`config.mk`:
```
export PLATFORM = sky130hd
export DESIGN_NAME = reg4_arbiter
export DESIGN_NICKNAME = d
export VERILOG_FILES = /design/src/rtl/reg4_arbiter.sv
export SDC_FILE = /design/constraint.sdc
export NUM_CORES = 1
export LEC_CHECK = 0
export ABC_AREA = 1
export CORE_MARGIN = 2
export CORE_UTILIZATION = 53
export CTS_CLUSTER_DIAMETER = 100
export DETAILED_ROUTE_END_ITERATION = 10
export DONT_BUFFER_PORTS = 1
export HOLD_SLACK_MARGIN = 0.08
export PLACE_DENSITY = 0.74
export SYNTH_ARGS = -nofsm -noshare
export SYNTH_HDL_FRONTEND = slang
export SYNTH_SLANG_ARGS = --single-unit
export TNS_END_PERCENT = 1
```
`constraint.sdc`:
```
create_clock -name clk -period 2.2 [get_ports clk]
set_clock_uncertainty 0.1 [all_clocks]
set_input_delay 0.44 -clock clk [delete_from_list [all_inputs] [get_ports clk]]
set_output_delay 0.44 -clock clk [all_outputs]
set_load 0.02 [all_outputs]
```
`src/rtl/reg4_arbiter.sv`:
```
// Round-robin arbiter that serialises load/clear/set/read requests onto one shared
// set/reset register, one three-cycle IDLE -> EXEC -> DONE transaction at a time.
module reg4_arbiter #(
  parameter int unsigned NREQ = 3,
  parameter int unsigned W    = 4
) (
  input  logic              clk,
  input  logic              reset,
  input  logic [NREQ-1:0]   req,
  input  logic [2*NREQ-1:0] op,
  input  logic [W*NREQ-1:0] wdata,
  output logic [NREQ-1:0]   gnt,
  output logic [NREQ-1:0]   ack,
  output logic [W-1:0]      rdata,
  output logic              busy,
  output logic [W-1:0]      reg_d,
  output logic              reg_set,
  output logic              reg_clr,
  input  logic [W-1:0]      reg_q
);

  localparam int unsigned IdxW = (NREQ > 1) ? $clog2(NREQ) : 1;

  localparam logic [1:0] OpLoad = 2'b00;
  localparam logic [1:0] OpClr  = 2'b01;
  localparam logic [1:0] OpSet  = 2'b10;
  localparam logic [1:0] OpRead = 2'b11;

  typedef enum logic [1:0] {StIdle, StExec, StDone} state_e;

  state_e          state_q, state_d;
  logic [IdxW-1:0] win_q, win_d;
  logic [IdxW-1:0] last_q, last_d;
  logic [1:0]      op_q, op_d;
  logic [W-1:0]    wdata_q, wdata_d;
  logic            set_q, set_d;
  logic            clr_q, clr_d;
  logic [W-1:0]    rdata_q, rdata_d;

  logic [1:0]      op_arr [NREQ];
  logic [W-1:0]    wd_arr [NREQ];
  logic            found;
  logic [IdxW-1:0] pick;
  logic [IdxW-1:0] cand_idx;
  int unsigned     cand;

  always_comb begin
    for (int unsigned i = 0; i < NREQ; i++) begin
      op_arr[i] = op[2*i +: 2];
      wd_arr[i] = wdata[W*i +: W];
    end
  end

  // Rotating priority: search starts one past the previous winner.
  always_comb begin
    found    = 1'b0;
    pick     = '0;
    cand     = 0;
    cand_idx = '0;
    for (int unsigned k = 1; k <= NREQ; k++) begin
      cand     = (32'(last_q) + k) % NREQ;
      cand_idx = IdxW'(cand);
      if (!found && req[cand_idx]) begin
        found = 1'b1;
        pick  = cand_idx;
      end
    end
  end

  // set/clr are registered on entry to EXEC so the register pins never glitch.
  always_comb begin
    state_d = state_q;
    win_d   = win_q;
    last_d  = last_q;
    op_d    = op_q;
    wdata_d = wdata_q;
    set_d   = 1'b0;
    clr_d   = 1'b0;
    rdata_d = rdata_q;
    unique case (state_q)
      StIdle: begin
        if (found) begin
          state_d = StExec;
          win_d   = pick;
          op_d    = op_arr[pick];
          wdata_d = wd_arr[pick];
          set_d   = (op_arr[pick] == OpSet);
          clr_d   = (op_arr[pick] == OpClr);
        end
      end
      StExec: state_d = StDone;
      StDone: begin
        state_d = StIdle;
        last_d  = win_q;
        rdata_d = reg_q;
      end
      default: state_d = StIdle;
    endcase
  end

  always_ff @(posedge clk) begin
    if (reset) begin
      state_q <= StIdle;
      win_q   <= '0;
      last_q  <= IdxW'(NREQ - 1);
      op_q    <= OpRead;
      wdata_q <= '0;
      set_q   <= 1'b0;
      clr_q   <= 1'b0;
      rdata_q <= '0;
    end else begin
      state_q <= state_d;
      win_q   <= win_d;
      last_q  <= last_d;
      op_q    <= op_d;
      wdata_q <= wdata_d;
      set_q   <= set_d;
      clr_q   <= clr_d;
      rdata_q <= rdata_d;
    end
  end

  always_comb begin
    gnt = '0;
    ack = '0;
    if (state_q == StExec) gnt[win_q] = 1'b1;
    if (state_q == StDone) ack[win_q] = 1'b1;
  end

  // In DONE the register already shows the post-op value, so pass it straight through.
  assign rdata   = (state_q == StDone) ? reg_q : rdata_q;
  assign busy    = (state_q != StIdle);
  assign reg_d   = (state_q == StExec && op_q == OpLoad) ? wdata_q : reg_q;
  assign reg_set = set_q;
  assign reg_clr = clr_q;

endmodule

```
==> results.md <==
- Inserted Clock Buffers: 3
- Maximum VDD drop: 0.673 mV
- Layout Cells excl Fill: 219
- Syn Std Cell Area: 1210 um^2
- Overall Global Routing Usage: 0.207
- CP Capture Type: flip-flop
- Die Y-Extent: 51.7 um
- Setup TNS: 0 ns
- Critical Path RT: 2.30 ns
- Syn_nets: 215
- Starting Density: 0.551
- Power Density: 762 nW/um^2
- Seq/Total Area, Yosys: 0.299
- Initial antenna violation count: 0
- #FFs+latches synth: 18
- Top-count cell post-synth: nand2_1
- CP Max Fanout: 9
- Drt pass-1 iters: 4
- Layout cells sized above 1: 0.209
- Dominant cells by area after synthesis: dfxtp_1 30%, nand2_1 13%, inv_1 10%
- Setup-failing EPs final: 0
- Post-CTS setup repair buffer count: 0
- Final period demand of the worst path: 2.08 ns
- Period utilisation layout: 0.945
- Port Buffers: 0
- Crit Path Class: reg2reg
- Leak pwr: 0.719 nW
- Cell Chain, Critical Path: inv_1 -> ha_2 -> inv_2 -> nand2_2 -> nand3_2 -> nand2_4 -> nand2_2 -> nor2_4 -> nand2_2 -> nand2_4 -> nand2_1 -> nand3_1 -> nand3_1 -> nand2_1 -> inv_1
- # DRC: 0
- Post-DP HPWL: 2.13 mm
- Max H-tree Level: 1
- Drt total wl: 2.66 mm
- Netlist cell types: 25
- Placer Congestion: 0.828
- Vias: 1145
- CP max-delay cell: dfxtp_2
- Synth top cells by count: 42 x nand2_1, 32 x inv_1, 21 x nand3_1
- Drt wl/cell: 12.1 um
- Maxcap violations: 0
- Post-synth EDFFs: 0
- Rel. slew slack: 0.749
- Worst Path Arrival: 2.18 ns
- Die Width: 51.7 um
- Primary FF master, synth: dfxtp_1
- Mapped Cells: 184
- Initial DRC count: 36
- Post-route ant nets: 0
- FFs w/ async S/R, synth: 0
- Clk sinks: 18
- Pin count of the biggest net entering global routing: 11
- Synthesis-to-finish area growth: 11.5%
- Dpl cells: 214
- Core Util, Final: 0.614
- Startpoint types: flip-flop
- First-pass GRT wire length: 4.23 mm
- Final Hold Fails: 0
- Clk slew on worst S/H paths: 0.10 ns
- Root buf cell: clkbuf_4
- Core Area: 2190 um^2
- Synth warnings: 0
- Post-synth top area share: 0.299
- CP max stage delay: 0.37 ns
- Worst-case clock buffer depth: 2
- GRT overflow: 0
- CP dominant cell by count: nand2_2
- Outcome: finished clean
- Antenna diodes: 0
- Rows: 17
- I/O pin count: 44
- Worst Max-Slew Pin Slew: 0.376 ns
- Die ar.: 2670 um^2
- NumNets Final: 223
- Fmax: 481 MHz
- CTS tree: built
- Area leader, netlist: dfxtp_1
- Vias in the first global route: 1013
- Syn avg cell area: 6.56 um^2
- Fin. max-slew vios: 0
- Tightest Hold Check Type: in2reg
- Via density: 5.23
- Clock latency on the worst-skew pair: 0.29 ns
[flip-flops by register name (all words and copies together) (netlist names)]
name	cells
rdata_q	4
reg_clr	1
win_q	2
state_q	2
wdata_q	4
op_q	2
reg_set	1
last_q	2
[layout make-up]
cell class | instances | area, um^2
sequential | 18 | 362
tap | 28 | 35.0
timing repair buffer | 6 | 47.5
clock buffer | 4 | 36.3
inverter | 36 | 135
fill | 217 | 846
multi-input combinational | 127 | 729
[cell families (layout without fill, tap and decap cells)]
family | Yosys count | in the layout | share of synthesized area
mux | 4 | 4 | 0.0373
flops | 18 | 18 | 0.299
compound gates | 17 | 17 | 0.0892
fa+ha+maj | 4 | 4 | 0.0415
simple gates | 102 | 102 | 0.406
buf+inv | 39 | 46 | 0.128
[worst paths after layout]
kind / startpoint / endpoint / slack (ns) / cells past startpoint
setup / recovery: last_q[0]$_SDFFE_PP0P_ / op_q[1]$_SDFFE_PP1P_ / 0.12 / 15
hold / removal: reset / last_q[0]$_SDFFE_PP0P_ / 0.1 / 1
setup reg to reg: last_q[0]$_SDFFE_PP0P_ / op_q[1]$_SDFFE_PP1P_ / 0.12 / 15
hold reg to reg: wdata_q[3]$_SDFFE_PP0P_ / wdata_q[3]$_SDFFE_PP0P_ / 0.39 / 2
[layout by cell type, fill, tap and decap left out, types with 5 or more instances in the layout]
| master | count |
|---|---|
| dfxtp_1 | 17 |
| o21ai_0 | 7 |
| inv_1 | 32 |
| buf_4 | 5 |
| nand2_2 | 5 |
| nor2_1 | 14 |
| o211ai_1 | 5 |
| nand2_1 | 41 |
| nand3_1 | 21 |
[per-stage QoR]
stage	instance area [um^2]	worst slack, ns	hold WS, ns	power, mW
CTS	1300	0.0300	0.0932	1.01
finish	1350	0.120	0.0988	1.02
floorplan	1210	0.296	0.338	0.733
global route	1350	-0.00694	0.0812	1.10
global placement	1260	0.149	0.361	0.786
detailed placement	1260	0.0451	0.366	0.802
[timing repair]
item	CTS	global route
hold buffers	0	1
hold endpoints to repair	0	1
resized for setup	0	9
endpoints found under the setup margin	0	8
[power breakdown]
group / leakage (nW) / switching, mW / internal [mW] / total, mW
logic: 0.550 / 0.267 / 0.134 / 0.402
registers: 0.148 / 0.0373 / 0.381 / 0.419
clock network: 0.0210 / 0.103 / 0.101 / 0.204
total: 0.719 / 0.408 / 0.617 / 1.02
[critical path: cells and delay by family, from the launching register on]
kind | cells | cell delay (ns)
adder cells (fa/ha/maj) | 1 | 0.37
AND/OR/NAND/NOR | 11 | 0.99
buffers and inverters | 3 | 0.16
flip-flops | 1 | 0.37
[per-layer routing]
metal / share of wire / vias to the layer above / wire (um) / GRT usage
met5: 0 / - / 0 / 0
met4: 0 / 0 / 0 / 0.0132
met3: 0.058 / 0 / 154 / 0.0747
met2: 0.49 / 36 / 1290 / 0.357
met1: 0.45 / 518 / 1210 / 0.259
li1: - / 591 / - / -
Note: power is estimated with default switching activity, not from simulation.
